### src/rtl/neopixel_strand_receiver.sv
// NeoPixel one-wire NRZ receiver: recovers bits from high-pulse widths, assembles 24-bit {G,R,B} pixels and detects the latch gap.
// Define NEO_RX_GLITCH_FILTER_EN to drop high pulses shorter than 4 clocks instead of decoding them as 0 bits.
module neopixel_strand_receiver #(
    parameter int NUM_PIXELS   = 5,
    parameter int T1_THRESH    = 26,
    parameter int HIGH_MAX     = 50,
    parameter int LATCH_CYCLES = 2500,
    parameter bit LSB_FIRST    = 1'b0
) (
    input  logic                              clock,
    input  logic                              reset,
    input  logic                              neo_data,
    output logic [23:0]                       pixel_data,
    output logic [$clog2(NUM_PIXELS)-1:0]     pixel_index,
    output logic                              pixel_valid,
    output logic                              frame_done,
    output logic [$clog2(NUM_PIXELS+1)-1:0]   pixel_count,
    output logic                              overflow,
    output logic                              bit_error,
    output logic                              busy
);
    localparam int IDX_W = $clog2(NUM_PIXELS);
    localparam int CNT_W = $clog2(NUM_PIXELS + 1);
    localparam int HC_W  = $clog2(HIGH_MAX + 2);
    localparam int LC_W  = $clog2(LATCH_CYCLES + 1);

    typedef enum logic [1:0] {
        ST_IDLE  = 2'd0,
        ST_HIGH  = 2'd1,
        ST_LOW   = 2'd2,
        ST_ERROR = 2'd3
    } state_t;

    logic              sync1_r, sync2_r, line_q_r, rise_r, fall_r;
    state_t            state_r, state_n;
    logic [HC_W-1:0]   high_cnt_r, high_cnt_n, high_inc_s;
    logic [LC_W-1:0]   low_cnt_r, low_cnt_n, low_inc_s;
    logic [4:0]        bit_cnt_r, bit_cnt_n;
    logic [23:0]       shift_r, shift_n, shifted_s;
    logic              bit_s, glitch_s, latch_s;
    logic [23:0]       pixel_data_r, pixel_data_n;
    logic [IDX_W-1:0]  pixel_index_r, pixel_index_n;
    logic              pixel_valid_r, pixel_valid_n;
    logic              frame_done_r, frame_done_n;
    logic [CNT_W-1:0]  pixel_count_r, pixel_count_n;
    logic              overflow_r, overflow_n;
    logic              bit_error_r, bit_error_n;
    logic              busy_r, busy_n;

    // Synchronizer and registered edge pulses; flops idle high so a line already high at reset release is not a rising edge.
    always_ff @(posedge clock or posedge reset) begin
        if (reset) begin
            sync1_r  <= 1'b1;
            sync2_r  <= 1'b1;
            line_q_r <= 1'b1;
            rise_r   <= 1'b0;
            fall_r   <= 1'b0;
        end else begin
            sync1_r  <= neo_data;
            sync2_r  <= sync1_r;
            line_q_r <= sync2_r;
            rise_r   <= sync2_r & ~line_q_r;
            fall_r   <= ~sync2_r & line_q_r;
        end
    end

    // high_inc_s is the width of the current high pulse including this cycle.
    assign high_inc_s = (high_cnt_r == {HC_W{1'b1}}) ? high_cnt_r : high_cnt_r + HC_W'(1);
    assign low_inc_s  = low_cnt_r + LC_W'(1);
    assign latch_s    = (low_inc_s == LC_W'(LATCH_CYCLES));
    assign bit_s      = (high_inc_s >= HC_W'(T1_THRESH));
    assign shifted_s  = LSB_FIRST ? {bit_s, shift_r[23:1]} : {shift_r[22:0], bit_s};

`ifdef NEO_RX_GLITCH_FILTER_EN
    localparam int GLITCH_MIN = 4;
    assign glitch_s = (high_inc_s < HC_W'(GLITCH_MIN));
`else
    assign glitch_s = 1'b0;
`endif

    // Next-state and output logic for the pulse decoder.
    always_comb begin
        state_n       = state_r;
        high_cnt_n    = high_cnt_r;
        low_cnt_n     = low_cnt_r;
        bit_cnt_n     = bit_cnt_r;
        shift_n       = shift_r;
        pixel_data_n  = pixel_data_r;
        pixel_index_n = pixel_index_r;
        pixel_valid_n = 1'b0;
        frame_done_n  = 1'b0;
        pixel_count_n = pixel_count_r;
        overflow_n    = overflow_r;
        bit_error_n   = bit_error_r;
        busy_n        = busy_r;

        case (state_r)
            ST_IDLE: begin
                if (rise_r) begin
                    state_n       = ST_HIGH;
                    high_cnt_n    = '0;
                    low_cnt_n     = '0;
                    bit_cnt_n     = 5'd0;
                    shift_n       = 24'd0;
                    pixel_count_n = '0;
                    overflow_n    = 1'b0;
                    bit_error_n   = 1'b0;
                    busy_n        = 1'b1;
                end else begin
                    state_n = ST_IDLE;
                end
            end
            ST_HIGH: begin
                if (high_inc_s > HC_W'(HIGH_MAX)) begin
                    bit_error_n = 1'b1;
                    low_cnt_n   = '0;
                    state_n     = ST_ERROR;
                end else if (fall_r && glitch_s) begin
                    // Glitch: back to LOW with the low counter untouched so the gap keeps accumulating.
                    state_n = ST_LOW;
                end else if (fall_r) begin
                    shift_n    = shifted_s;
                    low_cnt_n  = '0;
                    high_cnt_n = '0;
                    state_n    = ST_LOW;
                    if (bit_cnt_r == 5'd23) begin
                        bit_cnt_n = 5'd0;
                        if (pixel_count_r < CNT_W'(NUM_PIXELS)) begin
                            pixel_data_n  = shifted_s;
                            pixel_index_n = IDX_W'(pixel_count_r);
                            pixel_valid_n = 1'b1;
                            pixel_count_n = pixel_count_r + CNT_W'(1);
                        end else begin
                            overflow_n = 1'b1;
                        end
                    end else begin
                        bit_cnt_n = bit_cnt_r + 5'd1;
                    end
                end else begin
                    high_cnt_n = high_inc_s;
                end
            end
            ST_LOW: begin
                if (rise_r) begin
                    high_cnt_n = '0;
                    state_n    = ST_HIGH;
                end else if (latch_s) begin
                    frame_done_n = 1'b1;
                    busy_n       = 1'b0;
                    state_n      = ST_IDLE;
                    bit_cnt_n    = 5'd0;
                    if (bit_cnt_r != 5'd0) begin
                        bit_error_n = 1'b1;
                    end else begin
                        bit_error_n = bit_error_r;
                    end
                end else begin
                    low_cnt_n = low_inc_s;
                end
            end
            ST_ERROR: begin
                if (sync2_r) begin
                    low_cnt_n = '0;
                end else if (latch_s) begin
                    frame_done_n = 1'b1;
                    busy_n       = 1'b0;
                    bit_cnt_n    = 5'd0;
                    state_n      = ST_IDLE;
                end else begin
                    low_cnt_n = low_inc_s;
                end
            end
            default: begin
                state_n = ST_IDLE;
                busy_n  = 1'b0;
            end
        endcase
    end

    // State, counters and registered outputs.
    always_ff @(posedge clock or posedge reset) begin
        if (reset) begin
            state_r       <= ST_IDLE;
            high_cnt_r    <= '0;
            low_cnt_r     <= '0;
            bit_cnt_r     <= 5'd0;
            shift_r       <= 24'd0;
            pixel_data_r  <= 24'd0;
            pixel_index_r <= '0;
            pixel_valid_r <= 1'b0;
            frame_done_r  <= 1'b0;
            pixel_count_r <= '0;
            overflow_r    <= 1'b0;
            bit_error_r   <= 1'b0;
            busy_r        <= 1'b0;
        end else begin
            state_r       <= state_n;
            high_cnt_r    <= high_cnt_n;
            low_cnt_r     <= low_cnt_n;
            bit_cnt_r     <= bit_cnt_n;
            shift_r       <= shift_n;
            pixel_data_r  <= pixel_data_n;
            pixel_index_r <= pixel_index_n;
            pixel_valid_r <= pixel_valid_n;
            frame_done_r  <= frame_done_n;
            pixel_count_r <= pixel_count_n;
            overflow_r    <= overflow_n;
            bit_error_r   <= bit_error_n;
            busy_r        <= busy_n;
        end
    end

    assign pixel_data  = pixel_data_r;
    assign pixel_index = pixel_index_r;
    assign pixel_valid = pixel_valid_r;
    assign frame_done  = frame_done_r;
    assign pixel_count = pixel_count_r;
    assign overflow    = overflow_r;
    assign bit_error   = bit_error_r;
    assign busy        = busy_r;

endmodule
### config.mk
export PLATFORM = sky130hd
export DESIGN_NAME = neopixel_strand_receiver
export DESIGN_NICKNAME = d
export VERILOG_FILES = /design/src/rtl/neopixel_strand_receiver.sv
export SDC_FILE = /design/constraint.sdc
export NUM_CORES = 1
export LEC_CHECK = 0
export CAP_MARGIN = 40
export CORE_ASPECT_RATIO = 0.9
export CORE_MARGIN = 3
export CORE_UTILIZATION = 40
export DETAILED_ROUTE_END_ITERATION = 16
export MAX_ROUTING_LAYER = met4
export PLACE_DENSITY = 0.6
export SLEW_MARGIN = 20
export SYNTH_ARGS = -nofsm -noshare
export SYNTH_HDL_FRONTEND = slang
export SYNTH_SLANG_ARGS = --single-unit
### constraint.sdc
create_clock -name clock -period 4.53 [get_ports clock]
set_clock_uncertainty 0.15 [all_clocks]
set_input_delay 0.453 -clock clock [delete_from_list [all_inputs] [get_ports clock]]
set_output_delay 0.453 -clock clock [all_outputs]
set_load 0.02 [all_outputs]
# Yosys cells after proc, flatten, opt, wreduce, memory -nomap -nowiden
# Index checks and enable logic that the tools add are counted.
dict set report classes {
  reduce_logical 17
  bitwise 5
  n_addsub 4
  mux 62
  n_lt_le_gt_ge 3
  n_eq_ne 19
}
# cell n
set ops {}
lappend ops {{$mux W12} 6}
lappend ops {{$mux W23} 3}
lappend ops {{$pmux W12 S4} 1}
lappend ops {{$pmux W23 S2} 1}
lappend ops {{$mux W5} 7}
lappend ops {{$mux W6} 4}
lappend ops {{$mux W1} 22}
lappend ops {{$ne A2 B2 Y1 const B} 11}
lappend ops {{$pmux W5 S4} 1}
lappend ops {{$reduce_and A6 Y1} 3}
lappend ops {{$mux W3} 5}
lappend ops {{$add A12 B1 Y12 const B} 1}
lappend ops {{$eq A12 B12 Y1 const B} 1}
lappend ops {{$pmux W6 S2} 1}
lappend ops {{$mux W2} 5}
lappend ops {{$reduce_and A5 Y1} 2}
lappend ops {{$pmux W2 S4} 1}
lappend ops {{$reduce_and A4 Y1} 2}
lappend ops {{$add A6 B1 Y6 const B} 1}
lappend ops {{$eq A6 B6 Y1 const B} 1}
lappend ops {{$ge A6 B5 Y1 const B} 1}
lappend ops {{$gt A6 B6 Y1 const B} 1}
lappend ops {{$pmux W1 S3} 2}
lappend ops {{$pmux W3 S2} 1}
lappend ops {{18 further kinds} 26}
dict set report totals {
  elab_cells 128
  output_inout_bits 35
  register_bits 88
}

# Logic depth before layout (Yosys ltp)
dict set report depth {
  depth_word 6
  ltp_mapped 10
}

# Worst setup path after synthesis
# Ideal clock, no wire load.
dict set report synth_path {
  kind {reg2reg}
  from {register low_cnt_r[4]}
  to {register bit_error_r (netlist: bit_error)}
  stages_incl_launch_ff 7
  t_required_ns 4.252
  synth_period_minus_slack_ns 2.820
  path_slack_ns 1.710
  arrival_time_ns 2.542
  setup_time_ns 0.128
  cell_sequence {dfrtp_1 -> nand4_1 -> nor3_1 -> mux2_2 -> or4_1 -> a2111oi_2 -> mux2_1}
}
dict set report synth_via {
  elab_chain_len 4
}
# item line
set synth_rtl {}
lappend synth_rtl {{start, declared} 37} ;# logic [LC_W-1:0] low_cnt_r, low_cnt_n, low_inc_s;
lappend synth_rtl {{start signal, assigned} 199} ;# low_cnt_r <= low_cnt_n;
lappend synth_rtl {{$add A12 B1 Y12} 69} ;# assign low_inc_s = low_cnt_r + LC_W'(1);
lappend synth_rtl {{$eq A12 B12 Y1} 70} ;# assign latch_s = (low_inc_s == LC_W'(LATCH_CYCLES));
lappend synth_rtl {{$ne A2 B2 Y1 (no line)} -}
lappend synth_rtl {{$reduce_and A6 Y1 (no line)} -}
lappend synth_rtl {{end signal, assigned} 208} ;# bit_error_r <= bit_error_n;
lappend synth_rtl {{end, declared} 47} ;# logic bit_error_r, bit_error_n;
# No other way between the ends.
# A chain may end at the register's enable or synchronous reset.

# Final worst setup path
# Same ends and word-level chain as after synthesis.

==> results.py <==
metrics = {
    "critical_path": {
        "rr_startpoint": "low_cnt_r[4]",
        "path_delay_family": "simple AND/OR/NAND/NOR gates",
        "cp_max_fo": 8,
        "crit_path_end_kind": "register",
        "cp.depth": 6,
        "r2r_cells": 6,
        "crit_path_top_delay_cell": "or4_1",
        "endpoint": "bit_error",
        "timing.rr.end": "bit_error",
        "critPathArrivalTime_ns": 3.18,
        "cp.required_ns": 4.61,
        "crit_chain": "nand4_1, nor3_1, mux2_2, or4_1, a2111oi_2, mux2_1",
        "critPathLaunch": "low_cnt_r[4]",
        "worstSetupPathType": "reg -> reg",
        "rrSetupSlack_ns": 1.43,
        "critPathLaunchType": "register",
        "cp_slowest_stage_delay_ns": 0.50,
        "cp.buffers_inverters": 0,
    },
    "yosys": {
        "yosysWarnings": 0,
        "ys.flop_type": "dfrtp_1",
        "syn_area_sq_um": 4360,
        "avgSynthCellArea_sq_um": 10.1,
        "synth-seq-cells": 88,
        "synth_edf_count": 0,
        "synthDistinctLibCells": 58,
        "postSynthCellCount": 430,
        "syn_nets": 442,
        "synth.yosys.seq_area_share": 0.506,
        "async_reset_ff_frac": 1.00,
    },
    "floorplanning": {
        "initial_core_util": 0.419,
        "die_x_um": 116,
        "dieArea_sq_um": 12200,
        "coreArea_sq_um": 10400,
        "die_y_um": 105,
        "rows": 35,
        "io_pins": 38,
    },
    "cts": {
        "cts-buffers-inserted": 9,
        "cts.path.max_buffers": 2,
        "postCtsSetupBuffers": 0,
        "cts_tree": "yes",
        "cts.repair.resized": 0,
        "cts_hold_buf": 0,
        "clk_latency_ns": 0.34,
        "cts.sinks": 88,
        "cts.clk_slew.worst_paths_ns": 0.07,
        "htreeDepth": 3,
        "ctsRootBufferMaster": "clkbuf_16",
    },
    "routing": {
        "ant_nets": 0,
        "drc_errors": 0,
        "drtIter0Drc": 190,
        "routed_via_density": 5.67,
        "post_drt_wl_per_cell_um": 15.8,
        "finalWirelength_um": 9310,
        "drt_pass1_iterations": 5,
        "vias": 3336,
    },
    "global_routing": {
        "grt_pass1_vias": 3194,
        "grt_pass1_wl_um": 15700,
        "antenna_found_initial": 0,
        "grt.overflow.total": 0,
        "grtUsageTotal": 0.165,
        "grt_start_max_net_pins": 50,
    },
    "sta": {
        "hold_slack_ns": 0.205,
        "rsz0062_at_grt": "no",
        "min_period_ns": 3.10,
        "worstMarginPinSlew_ns": 0.769,
        "hold_viol_final": 0,
        "finalMaxSlewViolations": 0,
        "layout_worst_path_cycle_share": 0.684,
        "setup_tns_ns": 0,
        "setup-violations-final": 0,
        "maxSlewHeadroom": 0.487,
        "timing.fmax_ghz": 0.323,
    },
    "power_and_ir_drop": {
        "powerDensity_nw_per_um2": 468,
        "irDropWorstVdd_mv": 0.257,
        "p_leak_nw": 2.18,
        "report.power.total_mw": 2.42,
    },
    "layout": {
        "area_growth_pct": 18.4,
        "nets": 466,
        "antenna_cells": 0,
        "stdcell_area_sq_um": 5160,
        "drive_gt1_frac": 0.131,
        "fillers": 948,
        "fin_cells": 588,
    },
    "flow_run": {
        "max-cap-violations": 0,
    },
    "place": {
        "placedCellCount": 572,
        "gp_congestion": 0.871,
        "placed_cell_area_sq_um": 4820,
        "hpwl_um": 6020,
        "portBuffers": 37,
    },
    "min_path": {
        "hold_path.class": "reg -> reg",
    },
    "run_status": {
        "outcome": "finished clean",
    },
}
registers in the layout, indices dropped and copies added, names as in the netlist, 2 cells and up:
register / flops
bit_cnt_r: 5
low_cnt_r: 12
pixel_count: 3
shift_r: 23
high_cnt_r: 6
pixel_data: 24
pixel_index: 3
state_r: 2
report_power, final:
part           switching [mW]  internal (mW)
combinational           0.483          0.215
sequential             0.0371          0.822
clock                   0.320          0.543
worst min path at each step:
stage                     cells after the start  endpoint  startpoint  slack [ns]
after detailed placement                      0   sync2_r     sync1_r        0.20
after floorplan                               0   sync2_r     sync1_r        0.20
after global placement                        0   sync2_r     sync1_r        0.20
final                                         0   sync2_r     sync1_r        0.21
after global routing                          0   sync2_r     sync1_r        0.21
after CTS                                     0   sync2_r     sync1_r        0.21
cell usage after synthesis (3+ instances only):
library cell  count  area, sq um
a31oi_1           7         43.8
dfstp_2           3         78.8
a21oi_1          17         85.1
inv_1            15         56.3
ha_1              9          113
o22ai_1           6         37.5
xnor2_1           3         26.3
nand2b_1          6         37.5
o21ai_0          64          320
o41ai_1           4         35.0
nand3b_1          3         22.5
mux2i_1           4         40.0
clkbuf_1         22         82.6
nand4b_1          3         26.3
nand3_1          10         50.1
nor3_1            4         20.0
o31ai_1          17          128
dfrtp_1          85         2130
nand2_1          42          158
buf_2             6         30.0
and3_1            3         18.8
nand4_1           8         50.1
o211ai_1          3         22.5
mux2_2           27          304
nor2b_1           5         31.3
nor2_1           13         48.8
worst register-to-register path: cells and delay by family, from the launching register on:
| family | cells | cell delay [ns] |
|---|---|---|
| AOI/OAI and AO/OA | 1 | 0.39 |
| DFF | 1 | 0.46 |
| muxes | 2 | 0.80 |
| and+or+nand+nor | 3 | 1.19 |
layout make-up:
type | count | area (sq um) | share of cell area
flip-flops and latches | 88 | 2210 | 0.427
multi-input cells | 296 | 1980 | 0.383
repair buffers | 43 | 415 | 0.0804
clock buffers | 10 | 229 | 0.0443
well taps | 129 | 161 | 0.0313
clock inverters | 6 | 115 | 0.0223
inverters | 16 | 61.3 | 0.0119
through the flow:
step | setup WS [ns] | util
after floorplan | 1.65 | -
after global placement | 1.57 | 0.463
after CTS | 1.46 | 0.496
final | 1.43 | 0.496
after global routing | 1.27 | 0.496
after detailed placement | 1.48 | 0.463
kinds of logic (layout without fill, tap and decap cells):
group,count (synthesis),after routing,share of synthesized area
fa+ha+maj,10,10,0.0281
flops,88,88,0.506
buf+inv,46,75,0.0419
xor+xnor,4,4,0.00803
compound gates,142,142,0.209
mux,32,32,0.0814
simple gates,108,108,0.126
placed cells by master (no fill, tap or decap), types with 3 or more instances in the layout:
master	count
inv_1	14
o41ai_1	4
a21oi_1	17
nand2_1	42
nand4_1	8
nor2b_1	4
dfrtp_1	85
ha_1	9
clkdlybuf4s50_1	37
clkbuf_16	9
o211ai_1	3
o21ai_0	64
nand3_1	10
bufinv_16	3
a31oi_1	7
mux2i_1	4
nand4b_1	3
buf_4	6
o22ai_1	6
and3_1	3
mux2_2	27
xnor2_1	3
o31ai_1	17
nor3_1	4
nand2b_1	6
dfstp_2	3
nand3b_1	3
nor2_1	13
routing by layer:
layer,vias to the layer above,routed length [um],track usage,share of wire
li1,1619,-,-,-
met1,1639,4550,0.233,0.49
met5,-,0,-,0
met3,11,392,0.0382,0.042
met2,67,4240,0.235,0.46
met4,0,129,0.0497,0.014
No activity file was read; power rests on OpenSTA's default activity.
